### src/rtl/multicycle_control_fsm_pkg.sv
// Shared encodings for the multicycle control unit: opcodes, funct codes,
// FSM states, ALU operations, datapath select values and instruction classes.
package ctrl_pkg;

  localparam logic [5:0] OP_RTYPE = 6'b000000;
  localparam logic [5:0] OP_J     = 6'b000010;
  localparam logic [5:0] OP_JAL   = 6'b000011;
  localparam logic [5:0] OP_BNE   = 6'b000101;
  localparam logic [5:0] OP_ADDI  = 6'b001000;
  localparam logic [5:0] OP_XORI  = 6'b001110;
  localparam logic [5:0] OP_LW    = 6'b100011;
  localparam logic [5:0] OP_SW    = 6'b101011;

  localparam logic [5:0] FN_JR  = 6'b001000;
  localparam logic [5:0] FN_ADD = 6'b100000;
  localparam logic [5:0] FN_SUB = 6'b100010;
  localparam logic [5:0] FN_SLT = 6'b101010;

  typedef enum logic [2:0] {
    S_FETCH  = 3'd0,
    S_DECODE = 3'd1,
    S_EXEC   = 3'd2,
    S_MEM    = 3'd3,
    S_WB     = 3'd4
  } state_e;

  localparam logic [2:0] ALU_ADD = 3'd0;
  localparam logic [2:0] ALU_SUB = 3'd1;
  localparam logic [2:0] ALU_XOR = 3'd2;
  localparam logic [2:0] ALU_SLT = 3'd3;

  localparam logic [1:0] PC_PLUS4  = 2'b00;
  localparam logic [1:0] PC_JUMP   = 2'b01;
  localparam logic [1:0] PC_RS     = 2'b10;
  localparam logic [1:0] PC_BRANCH = 2'b11;

  localparam logic [1:0] RD_RT  = 2'b00;
  localparam logic [1:0] RD_RD  = 2'b01;
  localparam logic [1:0] RD_R31 = 2'b10;

  localparam logic [1:0] WB_ALU = 2'b00;
  localparam logic [1:0] WB_MEM = 2'b01;
  localparam logic [1:0] WB_PC  = 2'b10;

  typedef enum logic [3:0] {
    CLS_ILLEGAL = 4'd0,
    CLS_J       = 4'd1,
    CLS_JAL     = 4'd2,
    CLS_JR      = 4'd3,
    CLS_LW      = 4'd4,
    CLS_SW      = 4'd5,
    CLS_BNE     = 4'd6,
    CLS_ADDI    = 4'd7,
    CLS_XORI    = 4'd8,
    CLS_RTYPE   = 4'd9
  } instr_cls_e;

endpackage

### src/rtl/multicycle_control_fsm_if.sv
// Control bus between the multicycle control unit (master) and the datapath
// (slave): instruction fields and status in, selects and enables out.
interface multicycle_control_fsm_if #(
  parameter int OP_W     = 6,
  parameter int FUNCT_W  = 6,
  parameter int ALU_OP_W = 3
);
  logic [OP_W-1:0]     opcode;
  logic [FUNCT_W-1:0]  funct;
  logic                zero_flag;
  logic                mem_ready;
  logic                pc_we;
  logic [1:0]          pc_src;
  logic                ir_we;
  logic                mem_addr_sel;
  logic                mem_re;
  logic                mem_we;
  logic                reg_we;
  logic [1:0]          reg_dst;
  logic [1:0]          wb_sel;
  logic                alu_src_b;
  logic [ALU_OP_W-1:0] alu_op;
  logic                illegal;
  logic                instr_done;
  logic [2:0]          state;

  modport master (
    input  opcode, funct, zero_flag, mem_ready,
    output pc_we, pc_src, ir_we, mem_addr_sel, mem_re, mem_we, reg_we,
           reg_dst, wb_sel, alu_src_b, alu_op, illegal, instr_done, state
  );

  modport slave (
    output opcode, funct, zero_flag, mem_ready,
    input  pc_we, pc_src, ir_we, mem_addr_sel, mem_re, mem_we, reg_we,
           reg_dst, wb_sel, alu_src_b, alu_op, illegal, instr_done, state
  );
endinterface

### src/rtl/multicycle_control_fsm_decode.sv
// Combinational instruction decoder: maps opcode/funct to an instruction class,
// the ALU operation and B-operand select used in EXEC, and an illegal flag.
module ctrl_decode
  import ctrl_pkg::*;
#(
  parameter int OP_W     = 6,
  parameter int FUNCT_W  = 6,
  parameter int ALU_OP_W = 3
) (
  input  logic [OP_W-1:0]     opcode,
  input  logic [FUNCT_W-1:0]  funct,
  output instr_cls_e          cls,
  output logic [ALU_OP_W-1:0] alu_op,
  output logic                alu_src_b,
  output logic                illegal
);

  always_comb begin
    cls       = CLS_ILLEGAL;
    alu_op    = ALU_OP_W'(ALU_ADD);
    alu_src_b = 1'b0;
    case (opcode)
      OP_W'(OP_J):    cls = CLS_J;
      OP_W'(OP_JAL):  cls = CLS_JAL;
      OP_W'(OP_LW): begin
        cls       = CLS_LW;
        alu_src_b = 1'b1;
      end
      OP_W'(OP_SW): begin
        cls       = CLS_SW;
        alu_src_b = 1'b1;
      end
      OP_W'(OP_ADDI): begin
        cls       = CLS_ADDI;
        alu_src_b = 1'b1;
      end
      OP_W'(OP_XORI): begin
        cls       = CLS_XORI;
        alu_op    = ALU_OP_W'(ALU_XOR);
        alu_src_b = 1'b1;
      end
      OP_W'(OP_BNE): begin
        cls    = CLS_BNE;
        alu_op = ALU_OP_W'(ALU_SUB);
      end
      OP_W'(OP_RTYPE): begin
        // Unknown funct codes under opcode 0 leave the class as illegal.
        case (funct)
          FUNCT_W'(FN_JR):  cls = CLS_JR;
          FUNCT_W'(FN_ADD): cls = CLS_RTYPE;
          FUNCT_W'(FN_SUB): begin
            cls    = CLS_RTYPE;
            alu_op = ALU_OP_W'(ALU_SUB);
          end
          FUNCT_W'(FN_SLT): begin
            cls    = CLS_RTYPE;
            alu_op = ALU_OP_W'(ALU_SLT);
          end
          default: ;
        endcase
      end
      default: ;
    endcase
  end

  assign illegal = (cls == CLS_ILLEGAL);

endmodule

### src/rtl/multicycle_control_fsm.sv
// Multicycle FETCH/DECODE/EXEC/MEM/WB control unit with a mem_ready handshake.
// Define MULTICYCLE_CTRL_PERF_EN to add cycle_count/instr_count outputs.
module multicycle_control_fsm
  import ctrl_pkg::*;
#(
`ifdef MULTICYCLE_CTRL_PERF_EN
  parameter int CNT_W    = 32,
`endif
  parameter int OP_W     = 6,
  parameter int FUNCT_W  = 6,
  parameter int ALU_OP_W = 3
) (
  input logic                     clk,
  input logic                     reset,
  multicycle_control_fsm_if.master ctrl
`ifdef MULTICYCLE_CTRL_PERF_EN
  ,
  output logic [CNT_W-1:0]        cycle_count,
  output logic [CNT_W-1:0]        instr_count
`endif
);

  state_e              state_q, state_d;
  instr_cls_e          cls;
  logic [ALU_OP_W-1:0] dec_alu_op;
  logic                dec_alu_src_b;
  logic                dec_illegal;

  logic                pc_we, ir_we, mem_addr_sel, mem_re, mem_we, reg_we;
  logic [1:0]          pc_src, reg_dst, wb_sel;
  logic                alu_src_b, illegal, instr_done;
  logic [ALU_OP_W-1:0] alu_op;

  ctrl_decode #(
    .OP_W     (OP_W),
    .FUNCT_W  (FUNCT_W),
    .ALU_OP_W (ALU_OP_W)
  ) u_decode (
    .opcode    (ctrl.opcode),
    .funct     (ctrl.funct),
    .cls       (cls),
    .alu_op    (dec_alu_op),
    .alu_src_b (dec_alu_src_b),
    .illegal   (dec_illegal)
  );

  always_ff @(posedge clk) begin
    if (reset) state_q <= S_FETCH;
    else       state_q <= state_d;
  end

  always_comb begin
    state_d = state_q;
    case (state_q)
      S_FETCH:  if (ctrl.mem_ready) state_d = S_DECODE;
      S_DECODE: begin
        if (dec_illegal || cls == CLS_J || cls == CLS_JAL || cls == CLS_JR)
          state_d = S_FETCH;
        else
          state_d = S_EXEC;
      end
      S_EXEC: begin
        if (cls == CLS_BNE)                      state_d = S_FETCH;
        else if (cls == CLS_LW || cls == CLS_SW) state_d = S_MEM;
        else                                     state_d = S_WB;
      end
      S_MEM: begin
        if (ctrl.mem_ready) state_d = (cls == CLS_LW) ? S_WB : S_FETCH;
      end
      S_WB:    state_d = S_FETCH;
      default: state_d = S_FETCH;
    endcase
  end

  always_comb begin
    pc_we        = 1'b0;
    pc_src       = PC_PLUS4;
    ir_we        = 1'b0;
    mem_addr_sel = 1'b0;
    mem_re       = 1'b0;
    mem_we       = 1'b0;
    reg_we       = 1'b0;
    reg_dst      = RD_RT;
    wb_sel       = WB_ALU;
    alu_src_b    = 1'b0;
    alu_op       = '0;
    illegal      = 1'b0;
    instr_done   = 1'b0;
    case (state_q)
      S_FETCH: begin
        mem_re = 1'b1;
        if (ctrl.mem_ready) begin
          ir_we = 1'b1;
          pc_we = 1'b1;
        end
      end
      S_DECODE: begin
        case (cls)
          CLS_J: begin
            pc_we      = 1'b1;
            pc_src     = PC_JUMP;
            instr_done = 1'b1;
          end
          CLS_JAL: begin
            pc_we      = 1'b1;
            pc_src     = PC_JUMP;
            reg_we     = 1'b1;
            reg_dst    = RD_R31;
            wb_sel     = WB_PC;
            instr_done = 1'b1;
          end
          CLS_JR: begin
            pc_we      = 1'b1;
            pc_src     = PC_RS;
            instr_done = 1'b1;
          end
          CLS_ILLEGAL: begin
            illegal    = 1'b1;
            instr_done = 1'b1;
          end
          default: ;
        endcase
      end
      S_EXEC: begin
        alu_op    = dec_alu_op;
        alu_src_b = dec_alu_src_b;
        if (cls == CLS_BNE) begin
          pc_we      = ~ctrl.zero_flag;
          pc_src     = PC_BRANCH;
          instr_done = 1'b1;
        end
      end
      S_MEM: begin
        // ALU result stays the memory address, so its controls are held here.
        alu_op       = dec_alu_op;
        alu_src_b    = dec_alu_src_b;
        mem_addr_sel = 1'b1;
        mem_re       = (cls == CLS_LW);
        mem_we       = (cls == CLS_SW);
        instr_done   = (cls == CLS_SW) && ctrl.mem_ready;
      end
      S_WB: begin
        alu_op     = dec_alu_op;
        alu_src_b  = dec_alu_src_b;
        reg_we     = 1'b1;
        instr_done = 1'b1;
        if (cls == CLS_LW)         wb_sel  = WB_MEM;
        else if (cls == CLS_RTYPE) reg_dst = RD_RD;
      end
      default: ;
    endcase
  end

  // Reset overrides every output so an aborted instruction commits nothing.
  assign ctrl.pc_we        = pc_we & ~reset;
  assign ctrl.pc_src       = reset ? 2'b00 : pc_src;
  assign ctrl.ir_we        = ir_we & ~reset;
  assign ctrl.mem_addr_sel = mem_addr_sel & ~reset;
  assign ctrl.mem_re       = mem_re & ~reset;
  assign ctrl.mem_we       = mem_we & ~reset;
  assign ctrl.reg_we       = reg_we & ~reset;
  assign ctrl.reg_dst      = reset ? 2'b00 : reg_dst;
  assign ctrl.wb_sel       = reset ? 2'b00 : wb_sel;
  assign ctrl.alu_src_b    = alu_src_b & ~reset;
  assign ctrl.alu_op       = reset ? '0 : alu_op;
  assign ctrl.illegal      = illegal & ~reset;
  assign ctrl.instr_done   = instr_done & ~reset;
  assign ctrl.state        = reset ? 3'd0 : state_q;

`ifdef MULTICYCLE_CTRL_PERF_EN
  logic [CNT_W-1:0] cycle_count_q, cycle_count_d;
  logic [CNT_W-1:0] instr_count_q, instr_count_d;

  always_comb begin
    cycle_count_d = cycle_count_q + CNT_W'(1);
    instr_count_d = instr_count_q + CNT_W'(instr_done);
  end

  always_ff @(posedge clk) begin
    if (reset) begin
      cycle_count_q <= '0;
      instr_count_q <= '0;
    end else begin
      cycle_count_q <= cycle_count_d;
      instr_count_q <= instr_count_d;
    end
  end

  assign cycle_count = cycle_count_q;
  assign instr_count = instr_count_q;
`endif

endmodule

### src/flat_wrapper.sv
// flat-port wrapper written by rule: the top's interface ports become plain ports
module multicycle_control_fsm_flat import ctrl_pkg::*;
#(

  parameter int OP_W     = 6,
  parameter int FUNCT_W  = 6,
  parameter int ALU_OP_W = 3
)
  (clk, reset, ctrl_opcode, ctrl_funct, ctrl_zero_flag, ctrl_mem_ready, ctrl_pc_we, ctrl_pc_src, ctrl_ir_we, ctrl_mem_addr_sel, ctrl_mem_re, ctrl_mem_we, ctrl_reg_we, ctrl_reg_dst, ctrl_wb_sel, ctrl_alu_src_b, ctrl_alu_op, ctrl_illegal, ctrl_instr_done, ctrl_state);
  multicycle_control_fsm_if #(.OP_W(OP_W), .FUNCT_W(FUNCT_W), .ALU_OP_W(ALU_OP_W)) ctrl_i ();
  input logic clk;
  input logic reset;
  input wire logic [$bits(ctrl_i.opcode)-1:0] ctrl_opcode;
  input wire logic [$bits(ctrl_i.funct)-1:0] ctrl_funct;
  input wire logic [$bits(ctrl_i.zero_flag)-1:0] ctrl_zero_flag;
  input wire logic [$bits(ctrl_i.mem_ready)-1:0] ctrl_mem_ready;
  output wire logic [$bits(ctrl_i.pc_we)-1:0] ctrl_pc_we;
  output wire logic [$bits(ctrl_i.pc_src)-1:0] ctrl_pc_src;
  output wire logic [$bits(ctrl_i.ir_we)-1:0] ctrl_ir_we;
  output wire logic [$bits(ctrl_i.mem_addr_sel)-1:0] ctrl_mem_addr_sel;
  output wire logic [$bits(ctrl_i.mem_re)-1:0] ctrl_mem_re;
  output wire logic [$bits(ctrl_i.mem_we)-1:0] ctrl_mem_we;
  output wire logic [$bits(ctrl_i.reg_we)-1:0] ctrl_reg_we;
  output wire logic [$bits(ctrl_i.reg_dst)-1:0] ctrl_reg_dst;
  output wire logic [$bits(ctrl_i.wb_sel)-1:0] ctrl_wb_sel;
  output wire logic [$bits(ctrl_i.alu_src_b)-1:0] ctrl_alu_src_b;
  output wire logic [$bits(ctrl_i.alu_op)-1:0] ctrl_alu_op;
  output wire logic [$bits(ctrl_i.illegal)-1:0] ctrl_illegal;
  output wire logic [$bits(ctrl_i.instr_done)-1:0] ctrl_instr_done;
  output wire logic [$bits(ctrl_i.state)-1:0] ctrl_state;
  assign ctrl_i.opcode = ctrl_opcode;
  assign ctrl_i.funct = ctrl_funct;
  assign ctrl_i.zero_flag = ctrl_zero_flag;
  assign ctrl_i.mem_ready = ctrl_mem_ready;
  assign ctrl_pc_we = ctrl_i.pc_we;
  assign ctrl_pc_src = ctrl_i.pc_src;
  assign ctrl_ir_we = ctrl_i.ir_we;
  assign ctrl_mem_addr_sel = ctrl_i.mem_addr_sel;
  assign ctrl_mem_re = ctrl_i.mem_re;
  assign ctrl_mem_we = ctrl_i.mem_we;
  assign ctrl_reg_we = ctrl_i.reg_we;
  assign ctrl_reg_dst = ctrl_i.reg_dst;
  assign ctrl_wb_sel = ctrl_i.wb_sel;
  assign ctrl_alu_src_b = ctrl_i.alu_src_b;
  assign ctrl_alu_op = ctrl_i.alu_op;
  assign ctrl_illegal = ctrl_i.illegal;
  assign ctrl_instr_done = ctrl_i.instr_done;
  assign ctrl_state = ctrl_i.state;
  multicycle_control_fsm #(.OP_W(OP_W), .FUNCT_W(FUNCT_W), .ALU_OP_W(ALU_OP_W)) u_core (.clk(clk), .reset(reset), .ctrl(ctrl_i));
endmodule
### config.mk
export PLATFORM = sky130hd
export DESIGN_NAME = multicycle_control_fsm_flat
export DESIGN_NICKNAME = d
export VERILOG_FILES = /design/src/rtl/multicycle_control_fsm_pkg.sv /design/src/rtl/multicycle_control_fsm_if.sv /design/src/rtl/multicycle_control_fsm_decode.sv /design/src/rtl/multicycle_control_fsm.sv /design/src/flat_wrapper.sv
export SDC_FILE = /design/constraint.sdc
export NUM_CORES = 1
export LEC_CHECK = 0
export ABC_AREA = 0
export BUFFER_PORTS_ARGS = -buffer_cell sky130_fd_sc_hd__clkbuf_2
export CORE_AREA = 2 2 48 50
export DETAILED_ROUTE_END_ITERATION = 7
export DIE_AREA = 0 0 50 52
export PLACE_DENSITY = 0.66
export SLEW_MARGIN = 20
export SYNTH_ARGS = -nofsm -noshare
export SYNTH_HDL_FRONTEND = slang
export SYNTH_HIERARCHICAL = 1
export SYNTH_SLANG_ARGS = --single-unit
### constraint.sdc
create_clock -name clk -period 3.45 [get_ports clk]
set_input_delay 0.5175 -clock clk [delete_from_list [all_inputs] [get_ports clk]]
set_output_delay 0.5175 -clock clk [all_outputs]
set_load 0.02 [all_outputs]
==> results of run 1 <==
## worst max-delay path by stage
stage	slack, ps	end	from	depth (start not counted)
floorplan	330	ctrl_pc_we	ctrl_opcode[3]	8
global placement	320	ctrl_pc_we	ctrl_opcode[3]	8
detailed placement	300	ctrl_pc_we	ctrl_opcode[0]	8
CTS	290	ctrl_pc_we	ctrl_opcode[0]	8
global route	150	ctrl_pc_we	ctrl_opcode[0]	9
finish	290	ctrl_pc_we	ctrl_opcode[0]	8
## through the flow
stage / instances / cell area (µm²) / utilization [%] / hold slack (ps) / worst slack, ps
after floorplan: 124 / 835 / - / 545 / 333
after global placement: 180 / 1000 / 47.7 / 617 / 322
after detailed placement: 180 / 1000 / 47.7 / 644 / 297
after CTS: 184 / 1030 / 48.9 / 577 / 290
after global routing: 184 / 1030 / 48.9 / 602 / 147
final: 184 / 1030 / 48.9 / 593 / 294
## cell families after synthesis
| group | after synthesis | share of synthesized area [%] |
|---|---|---|
| flip-flops | 3 | 7.20 |
| AO/OA/AOI/OAI | 26 | 21.4 |
| AND/OR/NAND/NOR | 80 | 60.3 |
| XOR/XNOR | 2 | 2.10 |
| buffers and inverters | 12 | 8.55 |
| other | 1 | 0.449 |
## routing by layer
metal  vias up  GRT usage (%)
met5         -              0
met3         0           4.02
met4         0              0
met2        31           34.0
met1       483           23.2
li1        517              -
## area by class of cell
cell class	instances	area (µm²)
inverters	2	7.51
well taps	28	35.0
clock buffers	4	26.3
multi-input cells	109	703
repair buffers	38	198
flip-flops and latches	3	60.1
fillers	228	1080
## cell usage in the layout, fill, tap and decap left out, drive strengths merged, types with 2 or more instances in the layout
cell type	count
a31oi	2
nor4b	4
and2	5
nand3	5
xor2	2
o21ai	6
nor2b	6
nand3b	7
or3b	2
and3	2
nor3	3
nand2b	5
buf	3
inv	2
nor4	2
clkbuf	39
or2b	2
a21oi	8
nand2	14
or3	5
or4	4
nor2	9
dfxtp	3
## worst max-delay path, delay by kind of cell
| kind | cells | cell delay (ps) |
|---|---|---|
| and+or+nand+nor | 3 | 970 |
| AOI/OAI and AO/OA | 3 | 800 |
| buffers and inverters | 2 | 330 |
## power groups by stage
stage / logic, W / clock network [W] / registers [W]
after floorplan: 0.0000445 / 0 / 0.0000373
after global placement: 0.0000623 / 0 / 0.0000394
after detailed placement: 0.0000634 / 0 / 0.0000396
after CTS: 0.0000637 / 0.0000652 / 0.0000390
after global routing: 0.0000717 / 0.0000689 / 0.0000396
final: 0.0000642 / 0.0000614 / 0.0000391
==> results_dict.tcl, run 1 <==
set metrics [dict create \
    cp_data_arrival_time_ps 2640 \
    drtAntennaViolNets 0 \
    cts.path.max_buffers 2 \
    finalHoldViolCount 0 \
    leakagePower_nw 0.446 \
    r2r_slack_ps 1870 \
    cts_sinks 3 \
    wl_met2_um 1120 \
    nets 173 \
    route.detailed.vias_per_inst 5.60 \
    async_reset_ff_share_pct 0 \
    top_register "u_core/state_q" \
    synth.most_common_cell "nand2_1" \
    die_h_um 52 \
    final.period_utilization_pct 91.5 \
    hp-start "ctrl_mem_ready" \
    placementRows 17 \
    max_cap_violations 0 \
    grt_max_degree 17 \
    synth_edf_count 0 \
    synth.largest_area_cell "dfxtp_1" \
    grt_usage_pct 18.5 \
    slowest_stage "or4_1" \
    crit_required_ps 2930 \
    avgSynthCellArea_um2 6.73 \
    seqPwrFrac_pct 23.7 \
    die_area_um2 2600 \
    vias 1031 \
    worst_setup_path_start_kind "primary input" \
    cp_common_cell "clkbuf_2" \
    synth_nets 140 \
    critical_path.max_stage_delay_ps 480 \
    powerDensity_nw_per_um2 160 \
    routed-wl-met3_um 110 \
    clk_latency_ps 230 \
    worst_pin_slew_ps 509 \
    dieWidth_um 50 \
    p_switching_w 0.0000596 \
    clockRootBuffer "clkbuf_4" \
    cts_setup_buffers 0 \
    relSlewSlack_pct 65.6 \
    dp_hpwl_um 1770 \
    yosys-top-cells-count "nand2_1 (14), nor2_1 (9), a21oi_1 (8), nand3b_1 (7), nor2b_1 (6)" \
    fin_setup_tns_ps 0 \
    clk_pin_slew_ps 40 \
    ys_seq_elements 3 \
    syn_inst 124 \
    drc_errors 0 \
    clock-skew-final_ps 0.920 \
    largest_reg_flops 3 \
    core-area_um2 2110 \
    outcome "completed" \
    r2r-start "u_core/state_q[1]" \
    ys_seq_area_share_pct 7.20 \
    fin_crit_ps 3160 \
    hold_class "primary input to register" \
    whs_path_depth 3 \
    synth_area_um2 835 \
    reg_top3 "u_core/state_q (3)" \
    cts_buffers 3 \
    grt_pass1_vias 921 \
    ctsResizeCount 0 \
    dr.first_iter.drc_count 22 \
    synthTopCellsByArea "dfxtp_1 (7.2%), nand2_1 (6.3%), nand3b_1 (6.3%)" \
    drive_gt1_share_pct 30.8 \
    ios 37 \
    timing.setup.critical_path_class "primary input to primary output" \
    diodes 0 \
    yosys_warnings 6 \
    drt_first_pass_iters 4 \
    reg2reg_depth 3 \
    reg2reg_to "u_core/state_q[0]" \
    power_w 0.000165 \
    antenna_found_initial 0 \
    critPathCaptureType "primary output" \
    grt-ovfl-total 0 \
    place.gp.congestion 0.870 \
    synth_top_flop_cell "dfxtp_1" \
    synth.distinct_cells 47 \
    vdd_drop_max_uv 164 \
    cts_tree "yes" \
    initial_core_util_pct 39.6 \
    grt_pass1_wl_um 3870 \
    drt-met1-wl_um 1010 \
    htreeDepth 1 \
    internal_power_w 0.000105 \
    syn2layout_area_growth_pct 23.4 \
    fmax_ghz 0.317 \
    io_buffers 35 \
    cts-hold-fix-buffers 0 \
    maxSlewViolCount 0 \
    grt_setup_unrepaired "no" \
    routed_wl_um 2230 \
    min_to "u_core/state_q[2]" \
    switching_share_pct 36.2 \
    setup_viol 0 \
    cp_max_fo 9 \
    topRoutingLayerUsed "met3" \
    pwr-share-comb_pct 39.0 \
    worstPathCellList "clkbuf_2 > or3_1 > a2111o_1 > o21ai_0 > nor2_1 > or4_1 > a31oi_1 > clkbuf_2" \
    clockPowerShare_pct 37.3 \
    synth_top_area_share_pct 7.20 \
    wl_per_cell_um 12.1 \
]
No activity file was read; power rests on OpenSTA's default activity.
==> run 2, diff against run 1 <==
--- a/config.mk
+++ b/config.mk
@@ -8,6 +8,7 @@
 export ABC_AREA = 0
 export BUFFER_PORTS_ARGS = -buffer_cell sky130_fd_sc_hd__clkbuf_2
 export CORE_AREA = 2 2 48 50
+export CTS_BUF_LIST = sky130_fd_sc_hd__clkbuf_2 sky130_fd_sc_hd__clkbuf_4 sky130_fd_sc_hd__clkbuf_8
 export DETAILED_ROUTE_END_ITERATION = 7
 export DIE_AREA = 0 0 50 52
 export PLACE_DENSITY = 0.66
==> run 2 against run 1 <==
Global-route usage grew 0.24 points; via count is essentially flat; setup slack is essentially flat; design area grew 0.36%; final cell count is the same; utilization grew 0.18 points; critical path type unchanged.
==> results_dict.tcl, run 2 (synthesis gave the netlist of run 1 again) <==
set metrics [dict create \
    outcome "completed" \
    r2r-start "u_core/state_q[1]" \
    clockPowerShare_pct 40.9 \
    ios 37 \
    clk_latency_ps 240 \
    drtAntennaViolNets 0 \
    cts_buffers 3 \
    reg2reg_to "u_core/state_q[0]" \
    fin_setup_tns_ps 0 \
    ctsResizeCount 0 \
    die_area_um2 2600 \
    grt_usage_pct 18.7 \
    clock-skew-final_ps 3.18 \
    drt_first_pass_iters 4 \
    cts-hold-fix-buffers 0 \
    critPathCaptureType "primary output" \
    grt_pass1_wl_um 3900 \
    power_w 0.000175 \
    largest_reg_flops 3 \
    cts_tree "yes" \
    dieWidth_um 50 \
    switching_share_pct 35.3 \
    io_buffers 35 \
    max_cap_violations 0 \
    drive_gt1_share_pct 31.4 \
    leakagePower_nw 0.450 \
    whs_path_depth 3 \
    fillers 228 \
    pre_cts_slack_ps 297 \
    clockRootBuffer "clkbuf_4" \
    vdd_drop_max_uv 161 \
    reg_top3 "u_core/state_q (3)" \
    wl_per_cell_um 12.2 \
    final.period_utilization_pct 91.5 \
    route.detailed.vias_per_inst 5.61 \
    relSlewSlack_pct 65.7 \
    layout_common_cells "clkbuf_2 (35), nand2_1 (14), nor2_1 (9)" \
    p_switching_w 0.0000617 \
    cts_setup_buffers 0 \
    grt_setup_unrepaired "no" \
    min_to "u_core/state_q[2]" \
    reg2reg_depth 3 \
    timing.setup.critical_path_class "primary input to primary output" \
    vias 1032 \
    numPlacedInstances 180 \
    fin_ws_ps 294 \
    dp_hpwl_um 1770 \
    grt-ovfl-total 0 \
    place.gp.congestion 0.870 \
    syn2layout_area_growth_pct 23.8 \
    powerDensity_nw_per_um2 169 \
    nets 173 \
    cts.path.max_buffers 2 \
    diodes 0 \
    pwr-share-comb_pct 36.7 \
    maxSlewViolCount 0 \
    fmax_ghz 0.317 \
    antenna_found_initial 0 \
    clk_pin_slew_ps 40 \
    hp-start "ctrl_mem_ready" \
    dr.first_iter.drc_count 22 \
    worst_setup_path_start_kind "primary input" \
    htreeDepth 1 \
    cts_sinks 3 \
    r2r_slack_ps 1860 \
    fin_crit_ps 3160 \
    seqPwrFrac_pct 22.4 \
    setup_viol 0 \
    hold_class "primary input to register" \
    cp_max_fo 9 \
    ff_latch_area_um2 60.1 \
    drc_errors 0 \
    grt_max_degree 17 \
    initial_core_util_pct 39.6 \
    final_cell_count_no_fill 184 \
    crit_required_ps 2930 \
    worst_pin_slew_ps 508 \
    grt_pass1_vias 928 \
    multiInputGateArea_um2 703 \
    die_h_um 52 \
    routed_wl_um 2250 \
    layout_commonest_cell "clkbuf_2" \
    final_core_utilization_pct 49.1 \
    core-area_um2 2110 \
    finalHoldViolCount 0 \
    cp_data_arrival_time_ps 2640 \
    placementRows 17 \
    internal_power_w 0.000113 \
    top_register "u_core/state_q" \
]
## run 2: worst max-delay path by stage
stage              startpoint  cells after the start          to  slack [ps]
2_1_floorplan  ctrl_opcode[3]                      8  ctrl_pc_we         330
3_3_place_gp   ctrl_opcode[3]                      8  ctrl_pc_we         320
3_5_place_dp   ctrl_opcode[0]                      8  ctrl_pc_we         300
4_1_cts        ctrl_opcode[0]                      8  ctrl_pc_we         290
5_1_grt        ctrl_opcode[0]                      9  ctrl_pc_we         150
6_report       ctrl_opcode[0]                      8  ctrl_pc_we         290
## run 2: metal layers
layer | vias up | track usage [%] | part of all wire [%]
met2 | 29 | 34.2 | 50
met5 | - | 0 | 0
met4 | 0 | 1.39 | 0
met1 | 486 | 23.2 | 44
met3 | 0 | 4.02 | 5.8
li1 | 517 | - | -
## run 2: final cells by class
| class | count | area share (%) |
|---|---|---|
| inverter | 2 | 0.726 |
| tap | 28 | 3.39 |
| multi-input combinational | 109 | 68.0 |
| sequential | 3 | 5.81 |
| timing repair buffer | 38 | 19.1 |
| clock buffer | 4 | 2.91 |
## run 2: metrics by stage
stage | hold WS [ps] | instance area [µm²]
final | 586 | 1030
after global routing | 597 | 1030
after CTS | 570 | 1030
after detailed placement | 644 | 1000
after global placement | 617 | 1000
after floorplan | 545 | 835
## run 2: critical path, stage by stage
cell      delay (ps)
clkbuf_2         140
or3_1            380
a2111o_1         440
o21ai_0          180
nor2_1           110
or4_1            480
a31oi_1          190
clkbuf_2         190
## run 2: power groups by stage
stage          Sequential, W  Combinational (W)  Clock [W]
2_1_floorplan      0.0000373          0.0000445          0
3_3_place_gp       0.0000394          0.0000623          0
3_5_place_dp       0.0000396          0.0000634          0
4_1_cts            0.0000390          0.0000637  0.0000750
5_1_grt            0.0000396          0.0000717  0.0000782
6_report           0.0000391          0.0000642  0.0000714
